===== src/rtl/s_machine_pkg.sv =====
// Shared types and widths for the fetch stage and its interpreter.
package s_machine_pkg;
   localparam int ADDR_W = 8;
   localparam int INST_W = 16;
   localparam logic [ADDR_W-1:0] RESET_PC_DEF = 8'h00;

   typedef enum logic [1:0] {IDLE, FETCH, FLUSH} fetch_state_e;

   typedef struct packed {
      logic [ADDR_W-1:0] pc;
      logic [INST_W-1:0] inst;
   } fetch_entry_t;
endpackage


===== src/rtl/fetch_fifo.sv =====
// Small in-order synchronous FIFO, used both for the prefetch buffer and
// for the queue of addresses still waiting on a memory response.
module fetch_fifo #(
   parameter int DEPTH = 2,
   parameter int W     = 24,
   localparam int CW   = $clog2(DEPTH + 1)
) (
   input  logic          clk,
   input  logic          rst_n,
   input  logic          push_i,
   input  logic          pop_i,
   input  logic          clear_i,
   input  logic [W-1:0]  din_i,
   output logic [W-1:0]  dout_o,
   output logic [CW-1:0] count_o,
   output logic          full_o,
   output logic          empty_o
);
   localparam int AW = (DEPTH > 1) ? $clog2(DEPTH) : 1;

   logic [W-1:0]  mem_q [DEPTH];
   logic [AW-1:0] wptr_q, rptr_q;
   logic [CW-1:0] count_q;
   logic          do_push, do_pop;

   assign full_o  = (count_q == CW'(DEPTH));
   assign empty_o = (count_q == '0);
   assign count_o = count_q;
   assign dout_o  = mem_q[rptr_q];
   assign do_push = push_i && !full_o && !clear_i;
   assign do_pop  = pop_i && !empty_o && !clear_i;

   always_ff @(posedge clk or negedge rst_n) begin
      if (!rst_n) begin
         wptr_q  <= '0;
         rptr_q  <= '0;
         count_q <= '0;
      end else if (clear_i) begin
         wptr_q  <= '0;
         rptr_q  <= '0;
         count_q <= '0;
      end else begin
         if (do_push) wptr_q <= wptr_q + 1'b1;
         if (do_pop)  rptr_q <= rptr_q + 1'b1;
         count_q <= count_q + CW'(do_push) - CW'(do_pop);
      end
   end

   always_ff @(posedge clk or negedge rst_n) begin
      if (!rst_n) begin
         for (int i = 0; i < DEPTH; i++) mem_q[i] <= '0;
      end else if (do_push) begin
         mem_q[wptr_q] <= din_i;
      end
   end

   a_no_overflow: assert property (@(posedge clk) disable iff (!rst_n)
      !(push_i && full_o && !clear_i));
endmodule


===== src/rtl/inst_fetch_unit.sv =====
// Instruction fetch: credit-limited prefetch from program memory into an
// in-order buffer, with redirect flush that drops in-flight responses.
module inst_fetch_unit
   import s_machine_pkg::*;
#(
   parameter int                DEPTH    = 2,
   parameter logic [ADDR_W-1:0] RESET_PC = RESET_PC_DEF
) (
   input  logic              clk,
   input  logic              rst_n,
   input  logic              redirect,
   input  logic [ADDR_W-1:0] redirect_pc,
   output logic              imem_req,
   output logic [ADDR_W-1:0] imem_addr,
   input  logic              imem_rvalid,
   input  logic [INST_W-1:0] imem_rdata,
   output logic              inst_valid,
   input  logic              inst_ready,
   output logic [INST_W-1:0] inst,
   output logic [ADDR_W-1:0] inst_pc
);
   localparam int CW = $clog2(DEPTH + 1);
   localparam int EW = $bits(fetch_entry_t);

   fetch_state_e      state_q, state_d;
   logic [ADDR_W-1:0] pc_q, pc_d, tag_pc;
   logic [CW-1:0]     out_q, out_d, drop_q, drop_d, out_after, buf_cnt, tag_cnt;
   logic              flush, rsp, drop, push, pop, issue;
   logic              buf_full, buf_empty, tag_full, tag_empty;
   logic [EW-1:0]     buf_din, buf_dout;
   fetch_entry_t      push_ent, head;

   assign flush     = redirect && (state_q != IDLE);
   // Responses with nothing outstanding (stale after a reset) are ignored.
   assign rsp       = imem_rvalid && (out_q != '0);
   assign drop      = rsp && (drop_q != '0);
   assign push      = rsp && !drop && !flush;
   assign pop       = inst_valid && inst_ready;
   assign out_after = out_q - CW'(rsp);

   // The slot freed by this cycle's pop counts as credit, so a latency-1
   // memory sustains one instruction per cycle with only DEPTH entries.
   assign issue = (state_q == FETCH) && !redirect &&
                  ((CW+1)'(buf_cnt) + (CW+1)'(out_q) - (CW+1)'(pop) < (CW+1)'(DEPTH));

   assign out_d  = out_q + CW'(issue) - CW'(rsp);
   assign drop_d = flush ? out_after : drop_q - CW'(drop);
   assign pc_d   = flush ? redirect_pc : (issue ? pc_q + 1'b1 : pc_q);

   always_comb begin
      state_d = state_q;
      unique case (state_q)
         IDLE:    state_d = FETCH;
         FETCH:   if (flush && (out_after != '0)) state_d = FLUSH;
         FLUSH:   if (drop_d == '0) state_d = FETCH;
         default: state_d = IDLE;
      endcase
   end

   always_ff @(posedge clk or negedge rst_n) begin
      if (!rst_n) begin
         state_q <= IDLE;
         pc_q    <= RESET_PC;
         out_q   <= '0;
         drop_q  <= '0;
      end else begin
         state_q <= state_d;
         pc_q    <= pc_d;
         out_q   <= out_d;
         drop_q  <= drop_d;
      end
   end

   assign imem_req  = issue;
   assign imem_addr = issue ? pc_q : '0;

   fetch_fifo #(.DEPTH(DEPTH), .W(ADDR_W)) u_tag (
      .clk(clk), .rst_n(rst_n),
      .push_i(issue), .pop_i(rsp), .clear_i(1'b0),
      .din_i(pc_q), .dout_o(tag_pc), .count_o(tag_cnt),
      .full_o(tag_full), .empty_o(tag_empty)
   );

   assign push_ent = '{pc: tag_pc, inst: imem_rdata};
   assign buf_din  = push_ent;
   assign head     = buf_dout;

   fetch_fifo #(.DEPTH(DEPTH), .W(EW)) u_buf (
      .clk(clk), .rst_n(rst_n),
      .push_i(push), .pop_i(pop), .clear_i(flush),
      .din_i(buf_din), .dout_o(buf_dout), .count_o(buf_cnt),
      .full_o(buf_full), .empty_o(buf_empty)
   );

   assign inst_valid = !buf_empty;
   assign inst       = buf_empty ? '0 : head.inst;
   assign inst_pc    = buf_empty ? '0 : head.pc;

   a_credit: assert property (@(posedge clk) disable iff (!rst_n)
      (tag_cnt == out_q) && !(push && buf_full) && !(rsp && tag_empty) && !(issue && tag_full));
endmodule


===== config.mk =====
export PLATFORM = sky130hd
export DESIGN_NAME = inst_fetch_unit
export DESIGN_NICKNAME = d
export VERILOG_FILES = /design/src/rtl/s_machine_pkg.sv /design/src/rtl/fetch_fifo.sv /design/src/rtl/inst_fetch_unit.sv
export SDC_FILE = /design/constraint.sdc
export NUM_CORES = 1
export LEC_CHECK = 0
export CORE_MARGIN = 2
export CORE_UTILIZATION = 40
export DETAILED_ROUTE_END_ITERATION = 10
export GPL_ROUTABILITY_DRIVEN = 0
export PLACE_DENSITY_LB_ADDON = 0.05
export SLEW_MARGIN = 20
export SYNTH_ARGS = -nofsm -noshare
export SYNTH_HDL_FRONTEND = slang
export SYNTH_SLANG_ARGS = --single-unit
export TNS_END_PERCENT = 5

===== constraint.sdc =====
create_clock -name clk -period 3.6 [get_ports clk]
set_input_delay 0.54 -clock clk [delete_from_list [all_inputs] [get_ports clk]]
set_output_delay 0.54 -clock clk [all_outputs]
set_load 0.005 [all_outputs]

Word level (Yosys, flattened, before mapping)
Cells that the tools add are included.
- register bits after elaboration: 86
- latch bits: 0
- memory bits (writable): 0
- bits in read-only memories: 0
- input port bits: 29
- output and inout bits: 34
- logic and storage cells: 108
- memories: 0
- add/subtract/negate cells: 15
- multipliers: 0
- divide/modulo/power cells: 0
- magnitude comparators: 7
- equal/unequal tests: 6
- shifts and indexed selects: 0
- multiplexer cells: 26
- bitwise operators: 4
- reduce and logical (&&, ||, !) cells: 36
- operator list (kind ; count):
    $mux 24 ; 4
    $mux 8 ; 8
    $bwmux 48 ; 1
    $demux 24 s1 ; 1
    $logic_and 1x1->1 ; 17
    $bwmux 16 ; 1
    $mux 16 ; 1
    $reduce_bool 2->1 ; 7
    $sub 2x1->2 ; 5
    $add 8x1->8 const B ; 1
    $demux 8 s1 ; 1
    $ge 2x2->1 const B ; 4
    $logic_not 2->1 ; 4
    $mux 2 ; 4
    $not 1->2 ; 4
    $logic_not 1->1 ; 7
    $add 2x1->2 ; 3
    $eq 2x2->1 const B ; 3
    $pmux 2 s3 ; 1
    $add 1x1->1 const B ; 4
    $lt 2x1->1 const B ; 2
    $mux 1 ; 4
    $add 2x2->3 ; 1
    $lt 3x2->1 const B ; 1
    5 further kinds ; 5

Logic depth before layout (Yosys ltp)
Gate-level depths: netlist (run 1).
- word-level depth: 11
- mapped depth: 11

Hierarchy
From an unflattened synthesis (run 1), not the netlist that was laid out.
- cell total of the unflattened synthesis: 350
- area, all modules: 4558.1 µm²
- modules (own cells, without submodules) (module ; times used ; cells each ; area each (µm²) ; sequential area each (µm²)):
    fetch_fifo at u_buf ; 1 ; 154 ; 2423.6 ; 1301.2
    inst_fetch_unit ; 1 ; 128 ; 1151.1 ; 350.3
    fetch_fifo at u_tag ; 1 ; 68 ; 983.4 ; 500.5

Worst setup path before layout (run 1)
No wires, ideal clock.
- path kind: register to output
- start: register u_buf.count_q[1], in the netlist u_buf.count_o[1]
- end: output imem_addr[0]
- arrival time: 2455 ps
- required time: 3060 ps
- path slack: 605 ps
- stages on the path, launching flop included: 11
- path buffers: 2
- cell sequence: dfrtp_1 -> o21ai_0 -> inv_1 -> ha_1 -> nand2b_1 -> fa_1 -> nand4bb_1 -> buf_6 -> nor2_1 -> buf_2 -> and2_1
- cells in the longest elaborated chain, start to end: 7
- elaborated cells on any way between the ends: 8
- those cells by class: 2 x add/sub; 1 x order compare; 1 x mux; 4 x reduce/logical
- RTL lines (item ; line ; RTL):
    start: declaration ; fetch_fifo.sv:23 ; logic [CW-1:0] count_q;
    start signal: assignment ; fetch_fifo.sv:45 ; count_q <= count_q + CW'(do_push) - CW'(do_pop);
    branches (longest 3 deep; another with $add 2x2->3) ; - ;
    $sub 3x1->3 (*) ; inst_fetch_unit.sv:44 ; ((CW+1)'(buf_cnt) + (CW+1)'(out_q) - (CW+1)'(pop) < (CW+1)'(DEPTH));
    $lt 3x2->1 (*) ; inst_fetch_unit.sv:44 ;
    $logic_and 1x1->1 (*) ; inst_fetch_unit.sv:43 ; assign issue = (state_q == FETCH) && !redirect &&
    named net imem_req ; inst_fetch_unit.sv:13 ; output logic imem_req,
    $mux 8 (*) ; inst_fetch_unit.sv:75 ; assign imem_addr = issue ? pc_q : '0;
    end: declaration ; inst_fetch_unit.sv:14 ; output logic [ADDR_W-1:0] imem_addr,
Mark *: on every way through the listed nets, which the timed path passes.

Final worst setup path (run 1)
- start: input inst_ready
- end: output imem_addr[4]
- cells in the longest elaborated chain, start to end: 5
- RTL lines (item ; line ; RTL):
    start: declaration ; inst_fetch_unit.sv:18 ; input logic inst_ready,
    $logic_and 1x1->1 ; inst_fetch_unit.sv:38 ; assign pop = inst_valid && inst_ready;
    $sub 3x1->3 ; inst_fetch_unit.sv:44 ;
    $lt 3x2->1 ; inst_fetch_unit.sv:44 ;
    $logic_and 1x1->1 ; inst_fetch_unit.sv:43 ;
    $mux 8 ; inst_fetch_unit.sv:75 ;
No other way between the ends.

==> results.tsv, run 1 <==
stage	metric	value	unit
sta	Worst-Margin Slew	0.690	ns
clock_network	CTS Root Cell	clkbuf_8	
finish	most frequent cells in the layout	dfrtp_1 (86), mux2_2 (72), clkdlybuf4s50_1 (53), nor2_1 (35), mux2i_1 (28)	
logic_synthesis	Post-synth EDFFs	0	
detailed_routing	ANT nets after route	0	
logic_synthesis	Avg Cell Area, Syn	12.4	um2
critical_path	Crit path required time	3.06	ns
logic_synthesis	library cells used by synthesis	36	
sta	Fmax achieved	278	MHz
clock_network	clk sinks	86	
sta	# setup viols final	0	
sta	Worst Skew	0.0107	ns
floorplan	I/O pin total	63	
logic_synthesis	synthesized flop and latch total	86	
logic_synthesis	syn nets	376	
finish	# fillers	944	
sta	RSZ-0062 raised after global routing	true	
logic_synthesis	Yosys top cell by area	dfrtp_1	
sta	Hold Fails Final Rpt	0	
floorplan	row cnt	37	
sta	part of the cycle the worst path needs	100	%
grt	first-pass GRT wire length	14.2	mm
detailed_routing	Total Wirelength	8.52	mm
logic_synthesis	async set or reset register ratio after synthesis	100	%
critical_path	CP arrival	3.06	ns
worst_hold_path	Hold/Removal Path Class	in -> async	
critical_path	Worst R2R End	u_tag.mem_q[15]	
critical_path	crit path capture type	output port	
logic_synthesis	share of the synthesized area in the top cell type	51.5	%
logic_synthesis	post-synthesis sequential area ratio	51.5	%
detailed_routing	DR WL/cell	15.5	um
logic_synthesis	portion of netlist area occupied by mux cells	26.1	%
logic_synthesis	main combinational cell family by area after synthesis	multiplexers	
sta	post-layout minimum cycle time	3.60	ns
floorplan	Starting Density	40.9	%
detailed_routing	drt pass-1 iters	4	
grt	GRT overflow	0	
finish	Finished Cell Area	5260	um2
logic_synthesis	Synth Area in XOR/XNOR	3.95	%
status	outcome	complete, no violations	
finish	Register Area	2150	um2
placement	DP Area	5000	um2
logic_synthesis	Synth Area in Adders	3.17	%
logic_synthesis	largest cells by area after synthesis	dfrtp_1 (51%), mux2_2 (19%), mux2i_1 (6.7%)	
critical_path	Worst Reg-to-Reg Cells	10	
grt	GR Util All Layers	16.2	%
pwr	pwr dens	827	nW/um2
clock_network	post-CTS setup buffers	0	
detailed_routing	DR vias	2750	
pwr	Worst VDD drop	0.404	mV
logic_synthesis	predominant post-synthesis flop cell	dfrtp_1	
logic_synthesis	simple-gate share of the synthesized area	8.68	%
clock_network	cts bufs inserted	9	
finish	# diodes	0	
floorplan	die area	11300	um2
clock_network	clock insertion delay at the later pin of the skew report	0.34	ns
placement	DP HPWL	5.83	mm
detailed_routing	Avg Vias per Cell	5.01	
critical_path	Startpoint Class	input pin	
clock_network	CTS tree	done	
critical_path	CP Class	in -> out	
flow_run	maxcap violations	0	
critical_path	Reg2Reg Setup Slack	0.76	ns
finish	multi-input logic area	1920	um2
grt	initial antenna violation count	0	
floorplan	overall die width	106	um
finish	Nets	448	
finish	area grow syn2layout	25.9	%
critical_path	r2r startpoint	u_buf.count_o[1]	
pwr	leak pwr	2.42	nW
finish	commonest non-fill, non-tap cell in the layout	dfrtp_1	
sta	hold_ws	0.226	ns
floorplan	Core Area	10200	um2
clock_network	htree depth	3	
sta	TNS Setup	0	ns
logic_synthesis	Synth warnings	0	
clock_network	Max clock buf depth	2	
logic_synthesis	Compound-Gate Fraction of Synth Area	3.47	%
logic_synthesis	Post-Syn Area	4180	um2
floorplan	die height	106	um
clock_network	Hold-fix buffers, CTS	0	
clock_network	clock-pin slew of the registers on the worst-case setup and hold paths	0.08	ns
detailed_routing	initial DRC count	71	
grt	number of global-route vias before repair	2875	
logic_synthesis	Cells after Synth	337	
placement	port bufs	62	
detailed_routing	DRC	0	
finish	share of layout cells above drive strength 1	27.8	%
sta	Slew HR	53.8	%
critical_path	crit-path max FO	8	
sta	Final Max Tran Viols	0	
grt	largest net degree at the start of global routing	53	
==> timing repair <==
item                       CTS  global route
pin swaps                    1             0
gates resized for setup      6             9
setup endpoints to repair    8             8
==> stage by stage <==
step	cells	worst slack, ns	power (W)	utilization, %
after floorplan	337	0.605	0.00291	-
after global placement	534	-0.0739	0.00359	48.9
after detailed placement	534	-0.126	0.00363	48.9
after CTS	549	0.000619	0.00442	51.2
after global routing	549	-0.0824	0.00470	51.4
final	549	0.0000564	0.00435	51.4
==> power breakdown <==
group          internal, W  switching, W
Clock             0.000409      0.000337
Combinational      0.00106      0.000825
Sequential         0.00138      0.000332
Total              0.00286       0.00149
==> cells by family after synthesis <==
family / Yosys count
xor gates and xnor gates: 18
adders and majority gates: 10
buffers and inverters: 28
and+or+nand+nor: 75
DFF: 86
muxes: 100
AOI/OAI and AO/OA: 20
==> worst max path at each step <==
stage,from,end,cells past startpoint
6_report,inst_ready,imem_addr[4],10
3_5_place_dp,inst_ready,imem_addr[2],11
3_3_place_gp,inst_ready,imem_addr[2],11
2_1_floorplan,u_buf.count_o[1],imem_addr[0],10
5_1_grt,inst_ready,imem_addr[4],10
4_1_cts,inst_ready,imem_addr[0],11
==> area by class of cell <==
type	instances	share of cell area (%)
clock inverter	5	1.57
inverter	13	0.927
multi-input combinational	223	36.6
sequential	86	40.9
timing repair buffer	76	14.2
tap	136	3.23
clock buffer	10	2.62
==> per-layer routing <==
layer	up-vias	share of wire, %	track usage (%)
li1	1312	-	-
met1	1378	47	22.2
met2	48	48	26.1
met3	12	2.6	2.08
met4	0	1.7	6.39
met5	-	0	0
==> synth_stat cells, types with 4 or more instances <==
cell type / instances
and2_1: 9
buf_4: 4
clkbuf_1: 7
dfrtp_1: 86
ha_1: 9
inv_1: 13
mux2_2: 72
mux2i_1: 28
nand2_1: 9
nor2_1: 37
nor3_1: 4
o21ai_0: 9
xnor2_1: 13
xor2_1: 4
==> flip-flops by register name (all words and copies together) (netlist names) <==
name	count
u_buf.mem_q	48
u_tag.mem_q	16
pc_q	8
drop_q	2
out_q	2
state_q	2
u_buf.count_o	2
u_tag.count_o	2
u_buf.rptr_q	1
u_buf.wptr_q	1
u_tag.rptr_q	1
u_tag.wptr_q	1
==> worst max-delay path, stage by stage <==
cell	delay, ns
clkdlybuf4s50_1	0.43
o21ai_2	0.08
inv_1	0.06
ha_1	0.26
nand2b_4	0.14
fa_1	0.47
nand4bb_1	0.13
buf_4	0.20
nor3_2	0.21
clkdlybuf4s50_1	0.54
Power figures use the tool's default switching activity.
==> run 2: changes to the inputs <==
--- a/config.mk
+++ b/config.mk
@@ -9,7 +9,7 @@
 export CORE_UTILIZATION = 40
 export DETAILED_ROUTE_END_ITERATION = 10
 export GPL_ROUTABILITY_DRIVEN = 0
-export PLACE_DENSITY_LB_ADDON = 0.05
+export PLACE_DENSITY_LB_ADDON = 0.2
 export SLEW_MARGIN = 20
 export SYNTH_ARGS = -nofsm -noshare
 export SYNTH_HDL_FRONTEND = slang
==> results.tsv, run 2 (synthesis gave the netlist of run 1 again) <==
stage	metric	value	unit
sta	TNS Setup	0	ns
critical_path	Crit-path slowest cell	fa_1	
pwr	Int Power	0.00280	W
pwr	Logic pwr share	44.1	%
grt	met3 usage	2.70	%
floorplan	row cnt	37	
sta	Final Max Tran Viols	0	
sta	Slew HR	44.1	%
floorplan	die area	11300	um2
floorplan	Core Area	10200	um2
clock_network	htree depth	3	
grt	GRT overflow	0	
status	outcome	complete, no violations	
finish	area grow syn2layout	25.4	%
sta	part of the cycle the worst path needs	92.1	%
detailed_routing	Avg Vias per Cell	4.96	
clock_network	Max clock buf depth	2	
finish	most frequent cells in the layout	dfrtp_1 (86), mux2_2 (72), clkdlybuf4s50_1 (52), nor2_1 (35), mux2i_1 (28)	
pwr	Worst VDD drop	0.411	mV
finish	# diodes	0	
finish	Nets	448	
critical_path	CP Class	in -> out	
finish	# fillers	925	
sta	# setup viols final	0	
grt	met2 Usage GRT	27.3	%
grt	GR Util All Layers	16.1	%
detailed_routing	DRC	0	
critical_path	CP arrival	2.78	ns
sta	Worst Skew	0.0106	ns
pwr	Sw Pwr	0.00149	W
critical_path	Crit path required time	3.06	ns
critical_path	Startpoint Class	input pin	
detailed_routing	drt pass-1 iters	4	
detailed_routing	DR WL/cell	15.2	um
worst_hold_path	Hold/Removal Path Class	in -> async	
floorplan	overall die width	106	um
sta	RSZ-0062 raised after global routing	false	
critical_path	CP Cell Sequence	clkdlybuf4s50_1 -> o21ai_2 -> inv_1 -> ha_1 -> nand2b_1 -> fa_1 -> nand4bb_1 -> nor2_2 -> buf_6 -> and2_1 -> dlygate4sd2_1	
clock_network	clock insertion delay at the later pin of the skew report	0.34	ns
clock_network	cts bufs inserted	9	
floorplan	die height	106	um
grt	number of global-route vias before repair	2880	
detailed_routing	ANT nets after route	0	
finish	Largest register FFs	48	
grt	initial antenna violation count	0	
finish	Biggest register	u_buf.mem_q	
sta	post-layout minimum cycle time	3.32	ns
grt	GR Util met1	21.3	%
flow_run	maxcap violations	0	
finish	Largest regs	u_buf.mem_q: 48 flops, u_tag.mem_q: 16 flops, pc_q: 8 flops	
pwr	leak pwr	2.42	nW
grt	largest net degree at the start of global routing	68	
sta	hold_ws	0.291	ns
detailed_routing	DR vias	2729	
grt	first-pass GRT wire length	14.2	mm
placement	port bufs	62	
critical_path	crit path capture type	output port	
critical_path	crit-path max FO	8	
finish	share of layout cells above drive strength 1	27.8	%
clock_network	post-CTS setup buffers	0	
detailed_routing	Total Wirelength	8.35	mm
floorplan	I/O pin total	63	
clock_network	CTS Root Cell	clkbuf_8	
sta	Hold Fails Final Rpt	0	
sta	Worst-Margin Slew	0.839	ns
detailed_routing	initial DRC count	75	
sta	Fmax achieved	302	MHz
pwr	pwr dens	820	nW/um2
finish	commonest non-fill, non-tap cell in the layout	dfrtp_1	
clock_network	Hold-fix buffers, CTS	0	
clock_network	CTS tree	done	
floorplan	Starting Density	40.9	%
clock_network	clk sinks	86	
pwr	sequential share of power	39.8	%
pwr	Sw Ratio	34.7	%
placement	DP HPWL	5.82	mm
pwr	Clock power frac	16.0	%
critical_path	Worst path max stage delay	0.48	ns
grt	gr busiest metal	met2	
clock_network	clock-pin slew of the registers on the worst-case setup and hold paths	0.09	ns
-- run 2: cell count changes in the layout (fill, tap and decap cells not counted) --
cell | previous run | this run
buf_4 | 13 | 14
buf_6 | 2 | 1
bufinv_16 | 2 | 1
clkbuf_8 | 10 | 11
clkdlybuf4s50_1 | 53 | 52
clkinv_2 | 1 | 2
clkinv_4 | 1 | 0
clkinvlp_4 | 0 | 1
dlymetal6s2s_1 | 7 | 8
nand2b_1 | 1 | 2
nand2b_4 | 1 | 0
-- run 2: repair_timing --
| action | in CTS | in global routing |
|---|---|---|
| endpoints found under the setup margin | 8 | 8 |
| gates resized for setup | 6 | 8 |
| pin swaps | 1 | 0 |
| cloned | 0 | 0 |
-- run 2: layout make-up --
| class | count | area (um2) | share of cell area [%] |
|---|---|---|---|
| clock inverters | 5 | 56.3 | 1.07 |
| inverters | 13 | 48.8 | 0.931 |
| repair buffers | 76 | 746 | 14.2 |
| clock buffers | 11 | 151 | 2.89 |
| well taps | 136 | 170 | 3.25 |
| flip-flops and latches | 86 | 2150 | 41.1 |
| multi-input cells | 223 | 1920 | 36.6 |
-- run 2: critical path: cells and delay by family --
| family | cells | cell delay, ns |
|---|---|---|
| buf+inv | 4 | 0.84 |
| compound gates | 1 | 0.07 |
| fa+ha+maj | 2 | 0.74 |
| simple gates | 4 | 0.57 |
-- run 2: stage by stage --
step                      utilization [%]  std cells  setup WS [ns]  cell area [um2]  total power [W]
after floorplan                         -        337          0.605             4180          0.00291
after global placement               48.9        534         -0.101             5000          0.00357
after detailed placement             48.9        534         -0.100             5000          0.00365
after CTS                            51.0        550        0.00262             5220          0.00437
after global routing                 51.2        550          0.113             5240          0.00466
final                                51.2        550          0.284             5240          0.00430
-- run 2: worst paths after layout --
path / startpoint / end / slack, ns / cells after the start
min: rst_n / pc_q[1] / 0.29 / 1
max in group asynchronous: rst_n / u_buf.rptr_q / 2.49 / 2
max: inst_ready / imem_addr[2] / 0.28 / 11
max reg2reg: u_buf.count_o[1] / u_tag.mem_q[15] / 0.74 / 10
min in group clk: u_tag.mem_q[7] / u_tag.mem_q[7] / 0.50 / 1
min reg2reg: u_tag.mem_q[7] / u_tag.mem_q[7] / 0.50 / 1
-- run 2: routing by layer --
| layer | vias up | share of wire [%] |
|---|---|---|
| li1 | 1311 | - |
| met1 | 1371 | 45 |
| met2 | 40 | 51 |
| met3 | 7 | 2.6 |
| met4 | 0 | 1.1 |
| met5 | - | 0 |
-- run 2: power by group through the flow --
stage / registers (W) / logic (W) / clock network [W]
after floorplan: 0.00160 / 0.00131 / 0
after global placement: 0.00171 / 0.00187 / 0
after detailed placement: 0.00173 / 0.00191 / 0
after CTS: 0.00171 / 0.00194 / 0.000716
after global routing: 0.00178 / 0.00212 / 0.000756
final: 0.00171 / 0.00190 / 0.000689
